<file path="src/rtl/dest_tag_pipeline_pkg.sv">
// Shared types for the destination-tag pipeline: the per-stage tag record,
// the bubble value, and the stall/hold FSM states.
package dest_tag_pipeline_pkg;

    localparam int TAG_W = 4;

    typedef struct packed {
        logic [TAG_W-1:0] dst;
        logic             wr;
        logic             load;
    } stage_t;

    localparam stage_t BUBBLE = '{dst: '0, wr: 1'b0, load: 1'b0};

    typedef enum logic [1:0] {
        RUN      = 2'd0,
        LU_STALL = 2'd1,
        HOLD     = 2'd2
    } state_t;

endpackage

</file>
<file path="src/rtl/dest_tag_pipeline_sat_counter.sv">
// Saturating up-counter: it counts up by one on each cycle with inc high
// and holds at all-ones.
module sat_counter #(
    parameter int CNT_W = 16
) (
    input  logic             clk,
    input  logic             rst_n,
    input  logic             inc,
    output logic [CNT_W-1:0] count
);

    always_ff @(posedge clk or negedge rst_n) begin
        if (!rst_n) begin
            count <= '0;
        end else if (inc && (count != '1)) begin
            count <= count + 1'b1;
        end
    end

endmodule

</file>
<file path="src/rtl/dest_tag_pipeline.sv">
// Carries destination tags down EX/MEM/WB for the forwarding comparators and
// inserts EX bubbles for load-use stalls, flushes and empty ID slots.
module dest_tag_pipeline
    import dest_tag_pipeline_pkg::*;
#(
    parameter int CNT_W = 16
) (
    input  logic             clk,
    input  logic             rst_n,
    input  logic             id_valid,
    input  logic [TAG_W-1:0] id_dst,
    input  logic             id_wr,
    input  logic             id_load,
    input  logic             stall_in,
    input  logic             flush,
    input  logic             mem_hold,
    output logic             id_ready,
    output logic [TAG_W-1:0] ex_dst,
    output logic             ex_wr,
    output logic             ex_load,
    output logic [TAG_W-1:0] mem_dst,
    output logic             mem_wr,
    output logic [TAG_W-1:0] wb_dst,
    output logic             wb_wr,
    output logic             err_stall,
    output logic [CNT_W-1:0] stall_cnt,
    output logic [CNT_W-1:0] bubble_cnt
);

    state_t state, state_nxt;
    stage_t ex_q, mem_q, wb_q;
    logic   flush_pend;
    logic   advance;
    logic   ex_bubble;
    logic   err_set;

    assign advance   = !mem_hold;
    assign ex_bubble = stall_in | flush | flush_pend | !id_valid;
    assign id_ready  = !mem_hold & !stall_in;

    // A stall is legal only on the first cycle and only with a writing load in EX.
    assign err_set = stall_in &
                     (((state == RUN) & (!ex_q.load | !ex_q.wr)) | (state == LU_STALL));

    // NOTE: sequential state uses non-blocking assignments so all stages
    // sample their predecessors' pre-edge values.
    always_ff @(posedge clk or negedge rst_n) begin
        if (!rst_n) begin
            ex_q       <= BUBBLE;
            mem_q      <= BUBBLE;
            wb_q       <= BUBBLE;
            flush_pend <= 1'b0;
            err_stall  <= 1'b0;
            state      <= RUN;
        end else begin
            state <= state_nxt;
            if (err_set) begin
                err_stall <= 1'b1;
            end
            if (advance) begin
                wb_q       <= mem_q;
                mem_q      <= ex_q;
                ex_q       <= ex_bubble ? BUBBLE : '{dst: id_dst, wr: id_wr, load: id_load};
                flush_pend <= 1'b0;
            end else if (flush) begin
                flush_pend <= 1'b1;
            end
        end
    end

    // NOTE: next-state gets a default before the case so no latch is inferred.
    always_comb begin
        state_nxt = state;
        case (state)
            RUN:      if (mem_hold) state_nxt = HOLD;
                      else if (stall_in) state_nxt = LU_STALL;
            LU_STALL: if (mem_hold) state_nxt = HOLD;
                      else if (!stall_in) state_nxt = RUN;
            HOLD:     if (!mem_hold) state_nxt = stall_in ? LU_STALL : RUN;
            default:  state_nxt = RUN;
        endcase
    end

    assign ex_dst  = ex_q.dst;
    assign ex_wr   = ex_q.wr;
    assign ex_load = ex_q.load;
    assign mem_dst = mem_q.dst;
    assign mem_wr  = mem_q.wr;
    assign wb_dst  = wb_q.dst;
    assign wb_wr   = wb_q.wr;

    sat_counter #(.CNT_W(CNT_W)) u_stall_cnt (
        .clk   (clk),
        .rst_n (rst_n),
        .inc   (stall_in & advance),
        .count (stall_cnt)
    );

    sat_counter #(.CNT_W(CNT_W)) u_bubble_cnt (
        .clk   (clk),
        .rst_n (rst_n),
        .inc   (advance & ex_bubble),
        .count (bubble_cnt)
    );

endmodule

</file>
<file path="config.mk">
export PLATFORM = sky130hd
export DESIGN_NAME = dest_tag_pipeline
export DESIGN_NICKNAME = d
export VERILOG_FILES = /design/src/rtl/dest_tag_pipeline_pkg.sv /design/src/rtl/dest_tag_pipeline_sat_counter.sv /design/src/rtl/dest_tag_pipeline.sv
export SDC_FILE = /design/constraint.sdc
export NUM_CORES = 1
export LEC_CHECK = 0
export CAP_MARGIN = 20
export CORE_UTILIZATION = 43
export CTS_CLUSTER_DIAMETER = 100
export CTS_CLUSTER_SIZE = 30
export DETAILED_ROUTE_END_ITERATION = 8
export GPL_TIMING_DRIVEN = 0
export MAX_ROUTING_LAYER = met4
export PLACE_DENSITY = 0.86
export SLEW_MARGIN = 20
export SYNTH_ARGS = -nofsm -noshare
export SYNTH_HDL_FRONTEND = slang
export SYNTH_SLANG_ARGS = --single-unit
</file>
<file path="constraint.sdc">
create_clock -name clk -period 1.75 [get_ports clk]
set_input_delay 0.35 -clock clk [delete_from_list [all_inputs] [get_ports clk]]
set_output_delay 0.35 -clock clk [all_outputs]
set_load 0.01 [all_outputs]
</file>
==> flow_summary.json <==
{
  "cts_hold_buf": 0,
  "wire_per_inst_um": 14.92,
  "setup_tns_ns": 0,
  "crit_buf_inv": 1,
  "grt_pass1_wl_mm": 8.010,
  "detail-route-antenna-nets": 0,
  "port_buffers": 61,
  "cts_buffers": 5,
  "htree_levels": 2,
  "p_per_area_mw_per_mm2": 1086,
  "crit_fanout": 6,
  "synthCells": 201,
  "clock.fmax_ghz": 0.5898,
  "rr_startpoint": "u_bubble_cnt.count[0]",
  "cap_viol_max_count": 0,
  "initial_core_util_pct": 45.36,
  "irDropWorstVdd_mv": 0.6353,
  "finalCritPeriodShare_pct": 96.89,
  "rrSetupSlack_ns": 0.07,
  "start_kind": "flip-flop",
  "drive_above_1_share_pct": 19.49,
  "tightest_slew_ns": 0.6295,
  "synth-main-ff-cell": "dfrtp_1",
  "path_cells": "clkdlybuf4s50_1",
  "rsz0062_at_grt": "true",
  "routed_wl_mm": 5.102,
  "rows": 26,
  "synth_edf_count": 0,
  "clkTransAtPathRegs_ns": 0.09,
  "hold_violations": 0,
  "ys_seq_area_share_pct": 55.47,
  "gr-usage-all-layers_pct": 19.23,
  "period_minus_slack_ns": 1.696,
  "place_area_mm2": 0.003042,
  "post-dp-hpwl_mm": 3.432,
  "clock_sinks": 52,
  "ys_types": 39,
  "finalNetCount": 285,
  "synthesis.area_per_instance_um2": 11.67,
  "clockBufferDepth": 2,
  "critPathCaptureType": "output port",
  "hp-class": "in2async",
  "drv_slew": 0,
  "place.gp.congestion": 0.8077,
  "vias": 1818,
  "path_delay_family": "buffers and inverters",
  "area_growth_pct": 39.09,
  "die_w_um": 75.87,
  "top_layer_used": "met4",
  "cts_tree": "done",
  "most-common-layout-cells": "56 x clkdlybuf4s50_1, 47 x dfrtp_1, 23 x xor2_1",
  "reg2reg_to": "u_bubble_cnt.count[11]",
  "drc_errors": 0,
  "cp_data_required_time_ns": 1.40,
  "dr.pass1.iters": 4,
  "leakage_nw": 1.421,
  "synth_area_mm2": 0.002346,
  "max_stage_delay_ns": 0.57,
  "syn_nets": 215,
  "yosysWarnings": 0,
  "met1_length_mm": 2.283,
  "pin_count": 62,
  "core_area_mm2": 0.005172,
  "die_area_mm2": 0.005756,
  "relSlewSlack_pct": 58.03,
  "cp.arrival_ns": 1.35,
  "grt_max_degree": 53,
  "clock_latency_ns": 0.31,
  "crit_slowest_cell": "clkdlybuf4s50_1",
  "critPathKind": "reg2out",
  "layout_commonest_cell": "clkdlybuf4s50_1",
  "via_per_inst": 5.316,
  "final_cell_area_mm2": 0.003263,
  "drt-initial-drc-count": 118,
  "dr_wl_met3_um": 217,
  "grt_pass1_vias": 1651,
  "setup_violations": 0,
  "antenna_found_initial": 0,
  "grt-ovfl-total": 0,
  "holdWs_ns": 0.06140,
  "status": "finished, final reports clean",
  "antenna_cells": 0,
  "rr_worst_depth": 5,
  "cts_root_buf": "clkbuf_8",
  "wl_met2_mm": 2.511,
  "dieHeight_um": 75.87,
  "clock_skew_ns": 0.004925,
  "ys_ff_latch": 52,
  "ys_async_sr_fraction_pct": 100.0
}
==> cells in the mapped netlist (2+ instances only) <==
cell type / instances / share of area [%]
dfrtp_1: 52 / 55
xor2_1: 23 / 8.6
nand3_1: 13 / 2.8
mux2_2: 12 / 5.8
nand2_1: 12 / 1.9
nor2_1: 8 / 1.3
nor3_1: 8 / 1.7
nor4_1: 8 / 2.1
nand4_1: 7 / 1.9
a22o_1: 6 / 2.2
a21oi_1: 4 / 0.85
a31oi_1: 4 / 1.1
clkbuf_1: 4 / 0.64
xnor2_1: 4 / 1.5
a211oi_1: 3 / 0.96
and3_1: 3 / 0.80
inv_1: 3 / 0.48
and4_1: 2 / 0.75
ha_1: 2 / 1.1
nor4b_1: 2 / 0.75
or2_1: 2 / 0.53
or3_1: 2 / 0.53
==> logic make-up (layout without fill, tap and decap cells) <==
logic type               Yosys count  in the layout  share of synthesized area [%]
AO/OA/AOI/OAI                     21             21                          6.507
XOR/XNOR                          27             27                          10.08
adder cells (fa/ha/maj)            2              2                          1.066
buffers and inverters              9             80                          1.493
flip-flops                        52             52                          55.47
multiplexers                      13             13                          6.240
AND/OR/NAND/NOR                   77             77                          19.15
==> repair_timing <==
action                     in CTS  in global routing
setup buffers                   3                  2
pin swaps                       1                  3
setup endpoints to repair      18                 23
gates resized for setup        11                 16
==> per-stage QoR <==
step	instances	utilization (%)	worst slack [ns]	total power [mW]
2_1_floorplan	201	-	0.006555	2.097
3_5_place_dp	332	58.80	-0.5689	2.673
5_1_grt	342	63.09	-0.03331	3.767
6_report	342	63.09	0.05448	3.544
4_1_cts	342	62.07	0.005597	3.540
3_3_place_gp	332	58.85	-1.178	2.638
==> state kept, by name, summed over array words and instances, names as in the netlist, 2 cells and up <==
signal,cells
u_bubble_cnt.count,16
u_stall_cnt.count,16
ex_dst,4
mem_dst,4
wb_dst,4
state,2
==> power breakdown <==
| group | switching (mW) | leakage (nW) | internal [mW] |
|---|---|---|---|
| logic | 0.452 | 0.707 | 0.593 |
| clock network | 0.392 | 0.0541 | 0.423 |
| registers | 0.271 | 0.660 | 1.41 |
| total | 1.11 | 1.42 | 2.43 |
==> routing by layer <==
layer,up-vias,GRT usage (%)
li1,871,-
met3,8,5.291
met2,48,27.63
met1,891,26.04
met4,0,6.790
met5,-,-
==> area by class of cell <==
cell class | instances | area, um^2
clock buffer | 5 | 68.82
fill | 417 | 1909
buffer | 3 | 11.26
inverter | 3 | 11.26
multi-input combinational | 140 | 1086
sequential | 52 | 1308
tap | 70 | 87.58
timing repair buffer | 66 | 648.1
clock inverter | 3 | 42.54
==> worst max path at each step <==
stage | cells after the start | from | slack (ns) | end
after global placement | 1 | rst_n | -1.18 | wb_dst[3]
after floorplan | 6 | u_stall_cnt.count[0] | 0.007 | u_stall_cnt.count[12]
after CTS | 1 | u_bubble_cnt.count[2] | 0.006 | bubble_cnt[2]
after detailed placement | 6 | mem_hold | -0.57 | u_stall_cnt.count[12]
after global routing | 5 | u_bubble_cnt.count[0] | -0.03 | u_bubble_cnt.count[11]
final | 1 | u_stall_cnt.count[3] | 0.05 | stall_cnt[3]
Power figures use the tool's default switching activity.
